`config.mk`:
```
export PLATFORM = sky130hd
export DESIGN_NAME = mdu_iter
export DESIGN_NICKNAME = d
export VERILOG_FILES = /design/src/rtl/mdu_pkg.sv /design/src/rtl/mdu_div_step.sv /design/src/rtl/mdu_iter.sv
export SDC_FILE = /design/constraint.sdc
export NUM_CORES = 1
export LEC_CHECK = 0
export CAP_MARGIN = 30
export CORE_MARGIN = 8
export CORE_UTILIZATION = 60
export DETAILED_ROUTE_END_ITERATION = 12
export MAX_ROUTING_LAYER = met4
export PLACE_DENSITY = 0.9
export SYNTH_ARGS = -nofsm -noshare
export SYNTH_HDL_FRONTEND = slang
export SYNTH_SLANG_ARGS = --single-unit
```
`constraint.sdc`:
```
create_clock -name clk -period 6.1 [get_ports clk]
set_input_delay 0.915 -clock clk [delete_from_list [all_inputs] [get_ports clk]]
set_output_delay 0.915 -clock clk [all_outputs]
set_load 0.02 [all_outputs]
```
`src/rtl/mdu_pkg.sv`:
```
// Shared decode constants and state type for the iterative multiply/divide unit.
// Holds the opcode/funct7 match values, the eight funct3 op codes and the FSM state enum.
// Also provides operand-signedness helpers used by the decode logic.
package mdu_pkg;

  localparam logic [6:0] OPC_OP    = 7'b0110011;
  localparam logic [6:0] F7_MULDIV = 7'b0000001;

  localparam logic [2:0] F3_MUL    = 3'b000;
  localparam logic [2:0] F3_MULH   = 3'b001;
  localparam logic [2:0] F3_MULHSU = 3'b010;
  localparam logic [2:0] F3_MULHU  = 3'b011;
  localparam logic [2:0] F3_DIV    = 3'b100;
  localparam logic [2:0] F3_DIVU   = 3'b101;
  localparam logic [2:0] F3_REM    = 3'b110;
  localparam logic [2:0] F3_REMU   = 3'b111;

  typedef enum logic [1:0] {
    IDLE = 2'd0,
    BUSY = 2'd1,
    FIX  = 2'd2,
    DONE = 2'd3
  } state_t;

  // MUL only keeps the low half, which is the same for any signedness,
  // so it is treated as signed*signed to share the magnitude path.
  function automatic logic rs1_signed(input logic [2:0] f3);
    return (f3 == F3_MUL) || (f3 == F3_MULH) || (f3 == F3_MULHSU) ||
           (f3 == F3_DIV) || (f3 == F3_REM);
  endfunction

  function automatic logic rs2_signed(input logic [2:0] f3);
    return (f3 == F3_MUL) || (f3 == F3_MULH) || (f3 == F3_DIV) || (f3 == F3_REM);
  endfunction

endpackage

```
`src/rtl/mdu_div_step.sv`:
```
// One restoring shift-subtract divide step on unsigned magnitudes.
// Latency: combinational. Backpressure: none (pure function of inputs).
// Ports: rem_in/next_bit form the shifted partial remainder, divisor is the
// magnitude being divided by; rem_out is the new partial remainder, q_bit the quotient bit.
module mdu_div_step
  import mdu_pkg::*;
#(
  parameter int XLEN = 32
) (
  input  logic [XLEN-1:0] rem_in,
  input  logic            next_bit,
  input  logic [XLEN-1:0] divisor,
  output logic [XLEN-1:0] rem_out,
  output logic            q_bit
);

  logic [XLEN:0]   shifted;
  logic [XLEN-1:0] diff;

  assign shifted = {rem_in, next_bit};
  assign q_bit   = (shifted >= {1'b0, divisor});
  // When the subtract succeeds the true difference is below the divisor, so
  // the low XLEN bits of the wrapped subtraction are exact.
  assign diff    = shifted[XLEN-1:0] - divisor;
  assign rem_out = q_bit ? diff : shifted[XLEN-1:0];

endmodule

```
`src/rtl/mdu_iter.sv`:
```
// Iterative RISC-V M-extension multiply/divide unit (one bit per cycle on magnitudes).
// Latency: XLEN+2 edges from accept for iterative ops, 1 edge for illegal/special ops.
// Backpressure: in_ready only in IDLE; result held in DONE until out_ready; flush wins.
// Ports: clk/rst (async active-high); in_valid/in_ready with in_opcode, in_funct3,
// in_funct7, in_rs1, in_rs2; flush; out_valid/out_ready with out_result, out_err.
// Build option: define MDU_FAST_MUL_EN for a single-cycle multiplier (MUL* finish 1 edge after accept).
module mdu_iter
  import mdu_pkg::*;
#(
  parameter int XLEN = 32
) (
  input  logic            clk,
  input  logic            rst,
  input  logic            in_valid,
  output logic            in_ready,
  input  logic [6:0]      in_opcode,
  input  logic [2:0]      in_funct3,
  input  logic [6:0]      in_funct7,
  input  logic [XLEN-1:0] in_rs1,
  input  logic [XLEN-1:0] in_rs2,
  input  logic            flush,
  output logic            out_valid,
  input  logic            out_ready,
  output logic [XLEN-1:0] out_result,
  output logic            out_err
);

  localparam int              CW       = $clog2(XLEN);
  localparam logic [CW-1:0]   CNT_LAST = CW'(XLEN - 1);
  localparam logic [XLEN-1:0] MOST_NEG = {1'b1, {(XLEN-1){1'b0}}};

  state_t          state, state_nxt;
  logic            live;        // low in reset so in_ready stays 0 until the first edge after it
  logic [CW-1:0]   cnt;
  logic [XLEN-1:0] acc;         // product high half / partial remainder
  logic [XLEN-1:0] lo;          // multiplier then product low half / dividend then quotient
  logic [XLEN-1:0] opb;         // multiplicand / divisor magnitude
  logic [2:0]      op;
  logic            neg_res;     // final result must be negated in FIX

  // Request decode
  logic            legal, a_neg, b_neg, div_zero, div_ovf, fast_hit, special, accept, neg_in;
  logic [XLEN-1:0] a_mag, b_mag, special_res, fast_res, fix_res;
  logic [XLEN:0]   mul_sum;
  logic [XLEN-1:0] div_rem;
  logic            div_q;

  function automatic logic [XLEN-1:0] mul_sel(input logic [2:0] f3, input logic neg,
                                               input logic [2*XLEN-1:0] mag);
    logic [2*XLEN-1:0] p;
    p = neg ? -mag : mag;
    return (f3 == F3_MUL) ? p[XLEN-1:0] : p[2*XLEN-1:XLEN];
  endfunction

  assign in_ready  = live && (state == IDLE);
  assign out_valid = (state == DONE);
  assign accept    = in_valid && in_ready && !flush;

  assign legal    = (in_opcode == OPC_OP) && (in_funct7 == F7_MULDIV);
  assign a_neg    = rs1_signed(in_funct3) && in_rs1[XLEN-1];
  assign b_neg    = rs2_signed(in_funct3) && in_rs2[XLEN-1];
  assign a_mag    = a_neg ? -in_rs1 : in_rs1;
  assign b_mag    = b_neg ? -in_rs2 : in_rs2;
  assign div_zero = in_funct3[2] && (in_rs2 == '0);
  assign div_ovf  = ((in_funct3 == F3_DIV) || (in_funct3 == F3_REM)) &&
                    (in_rs1 == MOST_NEG) && (&in_rs2);
  // Remainder takes the dividend's sign; product and quotient take the xor.
  assign neg_in   = (in_funct3[2] && in_funct3[1]) ? a_neg : (a_neg ^ b_neg);

`ifdef MDU_FAST_MUL_EN
  logic [2*XLEN-1:0] fast_mag;
  assign fast_mag = {{XLEN{1'b0}}, a_mag} * {{XLEN{1'b0}}, b_mag};
  assign fast_hit = legal && !in_funct3[2];
  assign fast_res = mul_sel(in_funct3, neg_in, fast_mag);
`else
  assign fast_hit = 1'b0;
  assign fast_res = '0;
`endif

  assign special = !legal || div_zero || div_ovf || fast_hit;

  always_comb begin
    special_res = '0;
    if (!legal)        special_res = '0;
    else if (div_zero) special_res = in_funct3[1] ? in_rs1 : '1;
    else if (div_ovf)  special_res = in_funct3[1] ? '0 : in_rs1;
    else if (fast_hit) special_res = fast_res;
  end

  // Datapath step logic
  assign mul_sum = {1'b0, acc} + (lo[0] ? {1'b0, opb} : {(XLEN+1){1'b0}});

  mdu_div_step #(.XLEN(XLEN)) u_div_step (
    .rem_in  (acc),
    .next_bit(lo[XLEN-1]),
    .divisor (opb),
    .rem_out (div_rem),
    .q_bit   (div_q)
  );

  always_comb begin
    fix_res = mul_sel(op, neg_res, {acc, lo});
    if (op[2]) begin
      if (op[1]) fix_res = neg_res ? -acc : acc;
      else       fix_res = neg_res ? -lo : lo;
    end
  end

  // FSM
  always_comb begin
    state_nxt = state;
    case (state)
      IDLE:    if (accept) state_nxt = special ? DONE : BUSY;
      BUSY:    if (cnt == CNT_LAST) state_nxt = FIX;
      FIX:     state_nxt = DONE;
      DONE:    if (out_ready) state_nxt = IDLE;
      default: state_nxt = IDLE;
    endcase
    if (flush) state_nxt = IDLE;
  end

  always_ff @(posedge clk or posedge rst) begin
    if (rst) begin
      state <= IDLE;
      live  <= 1'b0;
    end else begin
      state <= state_nxt;
      live  <= 1'b1;
    end
  end

  always_ff @(posedge clk or posedge rst) begin
    if (rst) begin
      cnt        <= '0;
      acc        <= '0;
      lo         <= '0;
      opb        <= '0;
      op         <= '0;
      neg_res    <= 1'b0;
      out_result <= '0;
      out_err    <= 1'b0;
    end else begin
      case (state)
        IDLE: if (accept) begin
          op      <= in_funct3;
          neg_res <= neg_in;
          cnt     <= '0;
          acc     <= '0;
          lo      <= a_mag;
          opb     <= b_mag;
          out_err <= !legal;
          if (special) out_result <= special_res;
        end
        BUSY: begin
          cnt <= cnt + 1'b1;
          if (op[2]) begin
            acc <= div_rem;
            lo  <= {lo[XLEN-2:0], div_q};
          end else begin
            // Shift {carry, acc, lo} right after the conditional add.
            acc <= mul_sum[XLEN:1];
            lo  <= {mul_sum[0], lo[XLEN-1:1]};
          end
        end
        FIX:     out_result <= fix_res;
        default: ;
      endcase
    end
  end

endmodule

```
Word level (Yosys, flattened, before mapping):

Index checks and enable logic that the tools add are counted.

* $add $sub $neg: 8
* $lt $le $gt $ge: 1
* equal/unequal tests: 16
* mux-type cells: 33
* bitwise gates (word level): 1
* reductions and logical operators: 32

Operators by type and width (count)
* 32-bit two-way mux: 20
* 32-bit case mux with 2 select lines: 3
* 32-bit negation: 4
* 64-bit two-way mux: 1
* 64-bit negation: 1
* 32-bit by 32-bit adder with 33-bit output: 1
* 33-bit by 32-bit >= comparator with 1-bit output: 1
* 32-bit == test (second input constant): 1
* 32-bit logical NOT: 1
* 32-bit AND reduction: 1
* 32-bit subtractor: 1
* 1-bit logical AND: 10
* 2-bit two-way mux: 5
* 5-bit case mux with 2 select lines: 1
* 1-bit logical OR: 9
* 2-bit case mux with 4 select lines: 1
* 7-bit by 1-bit == test with 1-bit output (second input constant): 1
* 7-bit by 6-bit == test with 1-bit output (second input constant): 1
* 3-bit == test (second input constant): 2
* 3-bit logical NOT: 2
* 3-bit != test (second input constant): 2
* 3-bit AND reduction: 2
* 5-bit by 1-bit adder with 5-bit output (second input constant): 1
* 5-bit == test (second input constant): 1
* 13 further kinds: 18

* register bits after elaboration: 141
* input bits: 86
* word-level logic and storage cells: 101

Depth between registers and ports, before layout:

* depth in word-level cells: 10
* gate-level depth with buffers: 15

By module:

Synthesis repeated with hierarchy kept, for this count alone.

* cells, all modules: 1938
* area total of the unflattened synthesis: 14682.8 um^2

Modules (own cells, without submodules)
* mdu_iter: times used 1, cells each 1615, area an instance 12351.8 um^2, seq. area each 3528.4 um^2
* mdu_div_step: times used 1, cells each 323, area an instance 2331.0 um^2, seq. area each 0.0 um^2

Worst setup path after synthesis:

Ideal clock, no wire load.

* kind: input-to-reg
* start point: input in_rs1[2]
* end point: register out_result[10]
* setup time: 0.064 ns
* arrival time: 3.457 ns
* required time: 6.036 ns
* setup slack: 2.579 ns
* stages on the path: 11
* buffers on the path: 1
* cell sequence: or3_1 -> or3b_2 -> or4b_4 -> nand2b_4 -> nand2b_4 -> o31ai_4 -> and2_4 -> buf_6 -> o21ai_1 -> a21oi_1 -> a21o_1

* word-level cells in the longest chain between the ends: 9
* elaborated cells on any way between the ends: 12

Ends and longest elaborated chain
* start: declaration: RTL line mdu_iter.sv:19 `input logic [XLEN-1:0] in_rs1,`
* 32-bit == test *: RTL line mdu_iter.sv:66 `(in_rs1 == MOST_NEG) && (&in_rs2);`
* 1-bit logical AND *: RTL line mdu_iter.sv:65 `assign div_ovf = ((in_funct3 == F3_DIV) || (in_funct3 == F3_REM)) &&`
* 1-bit logical AND *: RTL line mdu_iter.sv:66
* 32-bit two-way mux: RTL line mdu_iter.sv:86 `else if (div_ovf) special_res = in_funct3[1] ? '0 : in_rs1;`
* 32-bit two-way mux: RTL line mdu_iter.sv:85 `else if (div_zero) special_res = in_funct3[1] ? in_rs1 : '1;`
* 32-bit two-way mux: RTL line mdu_iter.sv:84 `if (!legal) special_res = '0;`
* 32-bit two-way mux: RTL line mdu_iter.sv:152 `if (special) out_result <= special_res;`
* 32-bit two-way mux: RTL line mdu_iter.sv:144 `IDLE: if (accept) begin`
* 32-bit case mux with 2 select lines: RTL line mdu_iter.sv:143 `case (state)`
* end signal: assignment: RTL line mdu_iter.sv:152
* end signal: assignment: RTL line mdu_iter.sv:165 `FIX: out_result <= fix_res;`
* end: declaration: RTL line mdu_iter.sv:24 `output logic [XLEN-1:0] out_result,`

Every way passes the cells marked *; elsewhere a longest branch is shown, timed or not. The select of a mux whose other input is x is not followed.
A chain may end at the register's enable or synchronous reset.

Worst setup path after layout:

* start point: register lo[0]
* end point: register acc[29]

* word-level cells in the longest chain between the ends: 4

Ends and longest elaborated chain
* start: declaration: RTL line mdu_iter.sv:36 `logic [XLEN-1:0] lo;`
* start signal: assignment: RTL line mdu_iter.sv:149 `lo <= a_mag;`
* start signal: assignment: RTL line mdu_iter.sv:158 `lo <= {lo[XLEN-2:0], div_q};`
* start signal: assignment: RTL line mdu_iter.sv:162 `lo <= {mul_sum[0], lo[XLEN-1:1]};`
* 32-bit two-way mux: RTL line mdu_iter.sv:91 `assign mul_sum = {1'b0, acc} + (lo[0] ? {1'b0, opb} : {(XLEN+1){1'b0}});`
* 32-bit by 32-bit adder with 33-bit output: RTL line mdu_iter.sv:91
* 32-bit two-way mux: RTL line mdu_iter.sv:156 `if (op[2]) begin`
* 32-bit case mux with 2 select lines: RTL line mdu_iter.sv:143
* end signal: assignment: RTL line mdu_iter.sv:157 `acc <= div_rem;`
* end signal: assignment: RTL line mdu_iter.sv:161 `acc <= mul_sum[XLEN:1];`
* end: declaration: RTL line mdu_iter.sv:35 `logic [XLEN-1:0] acc;`

Every way passes these cells.

==> results.txt <==
Outcome: complete, no violations
Ys async rst share: 100.0%
Internal power: 4.157 mW
Mapped Area: 14,350 sq um
Setup Viol. Count Final: 0
Crit path from: lo[0]
Clock Latency Late Sink: 0.44 ns
Slew Limit Fails: 0
Worst min path class: reg2reg
Clk pwr share: 12.7%
Largest net degree at the start of global routing: 71
Leakage Power: 7.112 nW
Worst hold slack: 0.4769 ns
Drt total wl: 49.98 mm
Hold Path Origin: opb[15]
Least-Margin Pin Slew: 1.004 ns
FMAX: 214.9 MHz
Relative slew slack: 33.09%
I/O pin cnt: 121
Crit. End Element: flop
Ratio of cells with drive above 1 in the final layout: 5.401%
Yosys top cell area share: 24.59%
CP max stage delay: 0.60 ns
Clock root cell: clkbuf_16
GP Congestion: 1.041
Clock skew: 0.01617 ns
Syn Inst Count: 1,930
Starting DRT DRC Count: 2,027
Post-synth EDFFs: 0
CP most frequent cell: o31ai_1
Post-route setup TNS: 0 ns
Max cap viols: 0
Pre-antenna DRT Iters: 5
Minimum clock period: 4.654 ns
WHS Endpoint: opb[15]
Post-CTS Setup Bufs: 0
Total core area: 23,470 sq um
First-pass GRT wire length: 78.59 mm
DP Wirelength: 37.01 mm
WP data required: 6.43 ns
Ranking of synthesized cells by area: dfrtp_1, o21ai_0, ha_1
Routed WL per cell: 21.69 um
GRT met2 Usage: 49.72%
Die W: 170.7 um
Combinational Power Share: 65.5%
Row count: 56
DIE HEIGHT: 170.7 um
Gr ovfl total: 0
NetSw: 4.856 mW
FF-to-FF End: acc[29]
H-tree depth: 4
CTS tree: yes
Power density over the cells: 552.8 nW/um^2
Sink Count: 141
Final nets: 2,132
Sequential-to-total area share from yosys stat: 24.59%
CP max FO: 22
Dominant cell type by area after synthesis: dfrtp_1
Number of synthesized register bits: 141
Setup CP Type: reg2reg
Worst r2r path cells: 13
Count leader, synth: o21ai_0
Vias: 15.40k
Count of cell types in the netlist: 84
Worst hold stages: 2
GR Util met3: 8.251%
Cell Chain, Critical Path: inv_1 > nor2_1 > ha_1 > nor2b_1 > o31ai_1 > a22oi_1 > a31o_2 > a21o_1 > a221oi_1 > o22ai_1 > o31ai_1 > a21oi_1 > a32o_1
Flop pwr share: 21.8%
Final hold violations: 0
Initial antenna violation count: 1
Total GRT Usage: 34.78%
RSZ-0062 raised after global routing: false
Final period util: 76.30%
DRC: 0
Top Usage Layer GRT: met2
Vias in the first global route: 14.56k
Via density: 6.682
Commonest cells in the netlist: o21ai_0, nand2_1, nor2_1, a21oi_1, dfrtp_1
Critical path arrival: 4.98 ns
Ys Warns: 0
CTS buffer count: 17
Switch share: 53.88%
Reg2Reg Launch Point: lo[0]
Post-DRT Antenna Nets: 0
Initial Util: 61.14%
Syn Nets: 2,094
Grt met1 use: 45.99%
Synth Flop Type: dfrtp_1
IO buf count: 120
Die area: 29,120 sq um
Startpoint types: flop
Post-CTS Hold Buffers: 0
CTS clk-pin slew, worst paths: 0.07 ns
Resized cells post-CTS: 0
VDD IR max: 0.0003609 V
Post-Synthesis Mean Instance Area: 7.436 sq um
Maximum clock insertion buffer count: 2
Area Growth Syn to Fin: 13.61%
Reg2Reg Setup Slack: 1.45 ns
CP max stage cell: inv_1
routing by layer:
| metal | routed length [um] | vias to the layer above |
|---|---|---|
| met2 | 21400 | 989 |
| met3 | 5626 | 165 |
| met5 | 0 | - |
| met4 | 2071 | 0 |
| met1 | 20880 | 7207 |
| li1 | - | 7035 |
cells in the final DEF, fill, tap and decap left out, types with 14 or more instances in the layout:
cell               n
o21ai_0          248
nand2_1          228
nor2_1           155
a21oi_1          147
dfrtp_1          139
clkdlybuf4s50_1  120
xnor2_1           94
inv_1             80
ha_1              75
xor2_1            69
mux2i_1           52
nand3_1           39
nor3_1            35
o31ai_1           27
a21o_1            27
nand4_1           26
buf_4             23
and3_1            21
o21a_1            20
or3_1             18
nor4_1            18
o21ai_1           18
o41ai_1           17
clkbuf_16         17
or4_1             16
a211oi_1          16
nor2b_1           14
o21bai_1          14
registers in the layout, summed over array words and instances (netlist names):
name,count
out_result,32
live,1
out_err,1
op,3
state,2
cnt,5
acc,32
opb,32
neg_res,1
lo,32
cell families after synthesis:
family	after synthesis	share of synthesized area, %
xor gates and xnor gates	163	9.948
and+or+nand+nor	623	20.61
other	1	0.02613
muxes	66	4.725
buffers and inverters	208	5.623
AOI/OAI and AO/OA	650	27.58
DFF	141	24.59
adders and majority gates	78	6.905
power groups by stage:
stage | registers, mW | clock network, mW | logic [mW]
5_1_grt | 1.99 | 1.18 | 6.37
2_1_floorplan | 1.65 | 0 | 4.26
4_1_cts | 1.92 | 1.14 | 5.69
3_3_place_gp | 1.90 | 0 | 5.52
3_5_place_dp | 1.93 | 0 | 5.63
6_report | 1.96 | 1.14 | 5.91
worst max path at each step:
stage / endpoint / slack (ns) / cells after the start
after floorplan: acc[0] / 1.40 / 1
after global placement: out_result[12] / 1.41 / 14
after detailed placement: out_result[12] / 1.23 / 14
after CTS: acc[29] / 1.61 / 13
after global routing: acc[28] / 1.36 / 13
final: acc[29] / 1.45 / 13
cell type report:
type	count	area, sq um
Multi-Input combinational cell	1581	10060
Fill cell	1926	7168
Sequential cell	141	3531
Timing Repair Buffer	145	1384
Clock buffer	18	439.2
Tap cell	319	399.1
Inverter	82	312.8
Clock inverter	14	172.7
Antenna cell	4	10.01
metrics by stage:
step	area, sq um	std cells	total power, mW	setup slack (ns)	util, %
floorplan	14350	1930	5.910	1.404	-
global placement	15670	2266	7.423	1.405	66.77
detailed placement	15680	2267	7.563	1.234	66.79
CTS	16290	2299	8.752	1.611	69.40
global route	16300	2301	9.536	1.360	69.43
finish	16300	2304	9.013	1.446	69.46
critical path, delay by kind of cell, from the launching register on:
family | cells | cell delay (ns)
adder cells (fa/ha/maj) | 1 | 0.39
AND/OR/NAND/NOR | 2 | 0.37
flip-flops | 1 | 0.50
AO/OA/AOI/OAI | 9 | 2.67
buffers and inverters | 1 | 0.60
Note: power is estimated with default switching activity, not from simulation.
